`src/rtl/axi_rd_arbiter.sv`:
```
// Two-requester AXI read arbiter: round-robin AR grant into a single host AR slot,
// combinational R routing on m_rid[0], per-requester outstanding-burst tracking.
module axi_rd_arbiter #(
    parameter int ADDR_W  = 48,
    parameter int DATA_W  = 512,
    parameter int ID_W    = 4,
    parameter int MAX_OUT = 16
) (
    input  logic              clk,
    input  logic              reset_n,
    input  logic [1:0]        s_arvalid,
    output logic [1:0]        s_arready,
    input  logic [ADDR_W-1:0] s_araddr [2],
    input  logic [7:0]        s_arlen  [2],
    input  logic [2:0]        s_arsize [2],
    output logic [1:0]        s_rvalid,
    input  logic [1:0]        s_rready,
    output logic [DATA_W-1:0] s_rdata,
    output logic [1:0]        s_rresp,
    output logic              s_rlast,
    output logic              m_arvalid,
    input  logic              m_arready,
    output logic [ADDR_W-1:0] m_araddr,
    output logic [7:0]        m_arlen,
    output logic [2:0]        m_arsize,
    output logic [ID_W-1:0]   m_arid,
    input  logic              m_rvalid,
    output logic              m_rready,
    input  logic [ID_W-1:0]   m_rid,
    input  logic [DATA_W-1:0] m_rdata,
    input  logic [1:0]        m_rresp,
    input  logic              m_rlast,
    output logic [7:0]        outstanding [2],
    output logic              err_unexpected
);

    typedef enum logic {IDLE, ISSUE} state_t;

    state_t     state;
    logic       last_gnt;
    logic [1:0] elig;
    logic [1:0] gnt;
    logic       gnt_idx;
    logic       r_sel;
    logic       r_hs;
    logic       r_done;
    logic       unused_rid;

    // Saturating counter step; a decrement at zero is dropped so a concurrent
    // grant still gets counted.
    function automatic logic [7:0] cnt_next(input logic [7:0] cnt, input logic inc,
                                            input logic dec);
        logic dec_eff;
        dec_eff = dec && (cnt != 8'd0);
        if (inc && !dec_eff && (cnt < 8'(MAX_OUT)))
            return cnt + 8'd1;
        else if (dec_eff && !inc)
            return cnt - 8'd1;
        else
            return cnt;
    endfunction

    always_comb begin
        elig[0] = s_arvalid[0] && (outstanding[0] < 8'(MAX_OUT));
        elig[1] = s_arvalid[1] && (outstanding[1] < 8'(MAX_OUT));
        gnt_idx = (elig == 2'b11) ? ~last_gnt : elig[1];
        gnt     = 2'b00;
        if (reset_n && (state == IDLE) && (elig != 2'b00))
            gnt[gnt_idx] = 1'b1;
    end

    assign s_arready = gnt;

    // R path is pure routing; only bit 0 of the ID selects the requester.
    assign r_sel      = m_rid[0];
    assign unused_rid = ^m_rid;
    assign s_rvalid   = {m_rvalid & r_sel, m_rvalid & ~r_sel};
    assign m_rready   = s_rready[r_sel];
    assign s_rdata    = m_rdata;
    assign s_rresp    = m_rresp;
    assign s_rlast    = m_rlast;
    assign r_hs       = m_rvalid & m_rready;
    assign r_done     = r_hs & m_rlast;

    always_ff @(posedge clk) begin
        if (!reset_n) begin
            state     <= IDLE;
            last_gnt  <= 1'b1;
            m_arvalid <= 1'b0;
            m_araddr  <= '0;
            m_arlen   <= '0;
            m_arsize  <= '0;
            m_arid    <= '0;
        end else begin
            case (state)
                IDLE: begin
                    if (gnt != 2'b00) begin
                        m_araddr  <= s_araddr[gnt_idx];
                        m_arlen   <= s_arlen[gnt_idx];
                        m_arsize  <= s_arsize[gnt_idx];
                        m_arid    <= ID_W'(gnt_idx);
                        last_gnt  <= gnt_idx;
                        m_arvalid <= 1'b1;
                        state     <= ISSUE;
                    end
                end
                ISSUE: begin
                    if (m_arready) begin
                        m_arvalid <= 1'b0;
                        state     <= IDLE;
                    end
                end
            endcase
        end
    end

    always_ff @(posedge clk) begin
        if (!reset_n) begin
            outstanding[0] <= 8'd0;
            outstanding[1] <= 8'd0;
            err_unexpected <= 1'b0;
        end else begin
            for (int i = 0; i < 2; i++)
                outstanding[i] <= cnt_next(outstanding[i], gnt[i], r_done && (r_sel == 1'(i)));
            if (r_hs && (outstanding[r_sel] == 8'd0))
                err_unexpected <= 1'b1;
        end
    end

endmodule

```
`config.mk`:
```
export PLATFORM = sky130hd
export DESIGN_NAME = axi_rd_arbiter
export DESIGN_NICKNAME = d
export VERILOG_FILES = /design/src/rtl/axi_rd_arbiter.sv
export SDC_FILE = /design/constraint.sdc
export NUM_CORES = 1
export LEC_CHECK = 0
export CORE_AREA = 4 4 488 490
export DETAILED_ROUTE_END_ITERATION = 6
export DIE_AREA = 0 0 492 494
export GPL_ROUTABILITY_DRIVEN = 0
export GPL_TIMING_DRIVEN = 1
export PLACE_DENSITY = 0.3
export SKIP_LAST_GASP = 1
export SYNTH_ARGS = -nofsm -noshare
export SYNTH_HDL_FRONTEND = slang
export SYNTH_SLANG_ARGS = --single-unit
```
`constraint.sdc`:
```
create_clock -name clk -period 3.7 [get_ports clk]
set_clock_uncertainty 0.15 [all_clocks]
set_input_delay 0.74 -clock clk [delete_from_list [all_inputs] [get_ports clk]]
set_output_delay 0.74 -clock clk [all_outputs]
set_load 0.02 [all_outputs]
```
; After elaboration in Yosys (flattened, before gate mapping)
; Cells that the tools add are included.
; W data, S select, Z words.
[totals]
in_bits = 645
out_inout_bits = 601
reg_bits = 80
elab_cells = 90
[classes]
add_sub_neg = 4
bitwise = 9
n_lt_le_gt_ge = 7
n_reduce_logical = 29
eq_ne = 3
n_mux = 28
[ops]
columns = op, count
row1 = $mux W48, 3
row2 = $mux W8, 10
row3 = $add A8 B1 Y8 const B, 2
row4 = $logic_and A1 B1 Y1, 16
row5 = $lt A8 B5 Y1 const B, 2
row6 = $reduce_bool A8 Y1, 2
row7 = $sub A8 B1 Y8 const B, 2
row8 = $mux W3, 3
row9 = $logic_not A8 Y1, 1
row10 = $mux W1, 8
row11 = $reduce_bool A2 Y1, 4
row12 = $and A1 B1 Y1, 4
row13 = $ge A2 B2 Y1 const B, 2
row14 = $logic_not A1 Y1, 4
row15 = $lt A1 B2 Y1 const B, 2
row16 = $not A1 Y2, 2
row17 = $pmux W1 S2, 2
row18 = $reduce_and A2 Y1, 2
row19 = $not A1 Y1, 3
row20 = $eq A2 B2 Y1 const B, 1
row21 = $mux W2, 1
row22 = $ne A2 B1 Y1 const B, 1
row23 = $ne A2 B2 Y1 const B, 1
row24 = $demux W1 S1, 1
row25 = $ge A1 B1 Y1 const B, 1

; Logic depth before layout (Yosys ltp)
[depth]
depth_word = 13
depth_mapped = 12
depth_no_buf = 10

; Least setup slack after synthesis
; Ideal clock, no wire load.
[synth_path]
kind = input port to flip-flop
from = input port reset_n
to = register outstanding[7] (netlist name)
t_arrival_ps = 3121
slack_ps = 301
stages = 12
n_path_buf = 2
setup_ps = 128
path_cell_list = nand2b_1 -> clkbuf_1 -> a31oi_1 -> and3_1 -> buf_2 -> inv_2 -> ha_1 -> a211oi_1 -> o21ai_0 -> a2111oi_0 -> mux2i_1 -> nor2_1
[synth_via]
elab_chain_cells = 6
[synth_rtl]
columns = item, line_no
row1 = from (decl), 10  ; input logic reset_n,
row2 = $logic_and A1 B1 Y1 (2 in series), 68  ; if (reset_n && (state == IDLE) && (elig != 2'b00))
row3 = $mux W2, 68
row4 = $logic_and A1 B1 Y1 / $logic_not A1 Y1 (equally long branches), "55, 57"
row5 = "$logic_and A1 B1 Y1, on equally long branches", "55, 57"
row6 = $mux W8 / $reduce_bool A2 Y1 (equally long branches), -
row7 = "to (signal, indexed assignment)", 124  ; outstanding[i] <= cnt_next(outstanding[i], gnt[i], r_done && (r_sel == 1'(i)));
row8 = to (decl), 33  ; output logic [7:0] outstanding [2],
; Parallel ways exist; a longest one is shown, timed or not.
; A chain may end at the register's enable or synchronous reset.

; Worst setup path in the final report
[layout_path]
from = input port m_rvalid
to = register outstanding[14] (netlist name)
[layout_via]
elab_chain_cells = 8
[layout_rtl]
columns = item, line_no
row1 = from (decl), 27  ; input logic m_rvalid,
row2 = $and A1 B1 Y1 *, 82  ; assign r_hs = m_rvalid & m_rready;
row3 = $and A1 B1 Y1 *, 83  ; assign r_done = r_hs & m_rlast;
row4 = $logic_and A1 B1 Y1 *, 124
row5 = $logic_and A1 B1 Y1 *, 54  ; dec_eff = dec && (cnt != 8'd0);
row6 = $logic_not A1 Y1, 55  ; if (inc && !dec_eff && (cnt < 8'(MAX_OUT)))
row7 = $logic_and A1 B1 Y1 (2 in series), 55
row8 = $mux W8 / $reduce_bool A2 Y1 (equally long branches), -
; Every way passes the cells marked *; elsewhere a longest branch is shown, timed or not.

==> results.yml <==
setup_path:
  arrival_ps: 3630
  cp-start-kind: "input port"
  crit_type: "input port to flop"
  endpoint_kind: "flop"
  critPathRequiredTime_ps: 3860
  worst-path-max-fanout: 7
sta:
  rsz0062_at_grt: "false"
  fin_setup_tns_ps: 0
  setup_violations: 0
  fin_crit_sh_pct: 93.80
  max_freq_mhz: 288.1
  final_hold_viol_count: 0
  relSlewSlack_pct: 48.73
  whs_ps: 311.2
  min_period_ps: 3471
  slew_viol_final: 0
  worst_pin_slew_ps: 769.0
floorplanning:
  coreArea_sq_um: 234100
  die_area_sq_um: 243000
  initial_core_util_pct: 3.255
  fp.dieH_microns: 494
  ioPinCount: 1246
  die_w_microns: 492
  core.rowCount: 178
cells_and_area:
  final_layout_size_suffix_gt1_share_pct: 13.39
  final_cell_mix: "clkdlybuf4s50_1, dfxtp_1, a22oi_1, o2bb2ai_1, buf_4"
  fillers: 27817
  final_common_cell: "clkdlybuf4s50_1"
  fin_util_pct: 4.492
  instances_no_fill: 3786
  syn2layout_area_growth_pct: 38.00
  layout.nets: 1287
  stdcell_area_sq_um: 10510
routing:
  route.detailed.drc: 0
  drt-total-wl_mm: 144.2
  drtIter0Drc: 287
  viasPerCell: 1.455
  antenna_left: 0
  routedWlPerCell_microns: 38.08
  firstDrtPassIters: 4
  vias: 5507
power_and_ir_drop:
  netSwitchingFraction_pct: 46.11
  p_leak_nw: 2.525
  vdd_ir_drop_max_mv: 0.2701
  p_clk_share_pct: 16.8
  power_density_nw_per_um2: 652.1
  power.internal_mw: 3.695
  p_comb_share_pct: 60.7
  net-switching-power_mw: 3.161
  seqPwrFrac_pct: 22.5
grt:
  grt-ovfl-total: 0
  first_global_vias: 5695
  grt_use_total_pct: 11.35
  busiest_layer: "met3"
  met3_usage_pct: 20.70
  grt_pass1_wl_mm: 157.2
  antenna_found_initial: 9
  met2_usage_pct: 18.86
  grt_start_max_net_pins: 61
  grtUsageMet1_pct: 3.625
place:
  portBuffers: 211
  placed_cells: 3769
  dp_hpwl_mm: 136.0
  placed_cell_area_sq_um: 10180
yosys:
  seq_area_frac_synth_pct: 21.02
  synth-edff-count: 0
  syn_inst: 898
  syn_area_per_cell_sq_um: 8.484
  ys_async_sr_fraction_pct: 0
  synthesis.area_sq_um: 7619
  ys_warn_count: 0
  synth_flop_cell: "dfxtp_1"
  synth_seq_cells: 80
  synth_cell_type_count: 49
clock_tree:
  post-cts-setup-buffers: 0
  htree_num_levels: 3
  clock-root-buffer: "clkbuf_16"
  clock_path_buffers: 2
  clk_pin_slew_ps: 80
  cts_resized: 0
  cts_made_buffers: 9
  clock_latency_ps: 410
  cts_tree: "yes"
  ctsHoldBuffers: 0
  clock_sinks: 80
min_path:
  hp-class: "flop to flop"
run:
  drv_cap: 0
outcome:
  status: "finished clean"
## final timing paths
path / slack, ps / to / cells after the start / startpoint
max: 230 / outstanding[14] / 13 / m_rvalid
min: 310 / m_arid[0] / 1 / m_arid[0]
max reg2reg: 340 / outstanding[6] / 11 / outstanding[4]
min reg2reg: 310 / m_arid[0] / 1 / m_arid[0]
## metal layers
metal  share of wire (%)  vias to the layer above
met4                 2.5                       14
met5                0.36                        -
li1                    -                     2021
met3                  38                      205
met2                  47                     1050
met1                  12                     2217
## registers in the layout, summed over array words and instances, names as in the netlist
name and cells:
last_gnt 1, m_arvalid 1, err_unexpected 1, m_arsize 3, outstanding 16, m_araddr 48
m_arlen 8, m_arid 1, state 1
## layout make-up
cell class	instances	area [sq um]	area share, %
Tap cell	3150	3941	37.49
Timing Repair Buffer	265	2582	24.56
Multi-Input combinational cell	271	2039	19.40
Sequential cell	80	1602	15.23
Clock buffer	9	225.2	2.142
Clock inverter	7	107.6	1.023
Inverter	3	13.76	0.1309
Antenna cell	1	2.502	0.02380
## critical path, stage by stage
cell and delay, ps:
clkdlybuf4s50_1 490, buf_4 180, nand4b_1 80, a21o_1 110, and3_1 230, inv_4 70, buf_4 160, fa_1 400
a211oi_1 300, o21bai_1 130, a21oi_1 290, a21boi_0 140, o31a_1 300
## stage by stage
stage                     worst slack, ps  power [mW]
final                               229.4       6.856
after global routing                49.94       7.361
after CTS                           287.4       7.098
after detailed placement           -151.4       5.826
after global placement             -288.5       5.890
after floorplan                     300.9       4.331
## cells in the mapped netlist (2+ instances only)
master,count,area share (%)
o21a_1,2,0.20
a21oi_1,20,1.3
fa_1,2,0.53
nor3_1,8,0.53
a2111oi_0,2,0.23
nand2_1,6,0.30
a211oi_1,7,0.69
ha_1,10,1.6
nand3_1,10,0.66
nor4_1,2,0.16
a211o_1,4,0.46
clkbuf_1,22,1.1
mux2i_1,2,0.26
inv_2,2,0.099
o21bai_1,5,0.49
nand2b_1,2,0.16
o21ai_0,12,0.79
buf_2,6,0.39
a31oi_1,3,0.25
and2_1,3,0.25
and3_1,3,0.25
o2bb2ai_1,59,6.8
o211ai_1,2,0.20
dfxtp_1,80,21
nor2_1,13,0.64
xnor2_1,2,0.23
xor2_1,2,0.23
a22oi_1,59,5.8
a21o_1,9,0.89
a21boi_0,3,0.30
buf_4,518,51
## power groups by stage
stage | combinational [mW] | clock (mW) | sequential (mW)
after floorplan | 2.38 | 0 | 1.95
after global placement | 4.33 | 0 | 1.56
after detailed placement | 4.27 | 0 | 1.55
after CTS | 4.29 | 1.26 | 1.55
after global routing | 4.50 | 1.26 | 1.60
final | 4.16 | 1.15 | 1.54
## cells by family after synthesis
| logic type | Yosys count | share of synthesized area, % |
|---|---|---|
| buffers and inverters | 549 | 52.70 |
| AOI/OAI and AO/OA | 193 | 19.10 |
| DFF | 80 | 21.02 |
| and+or+nand+nor | 56 | 4.090 |
| adders and majority gates | 12 | 2.168 |
| xor gates and xnor gates | 4 | 0.4599 |
| muxes | 3 | 0.4106 |
| other | 1 | 0.04922 |
Power figures use the tool's default switching activity.
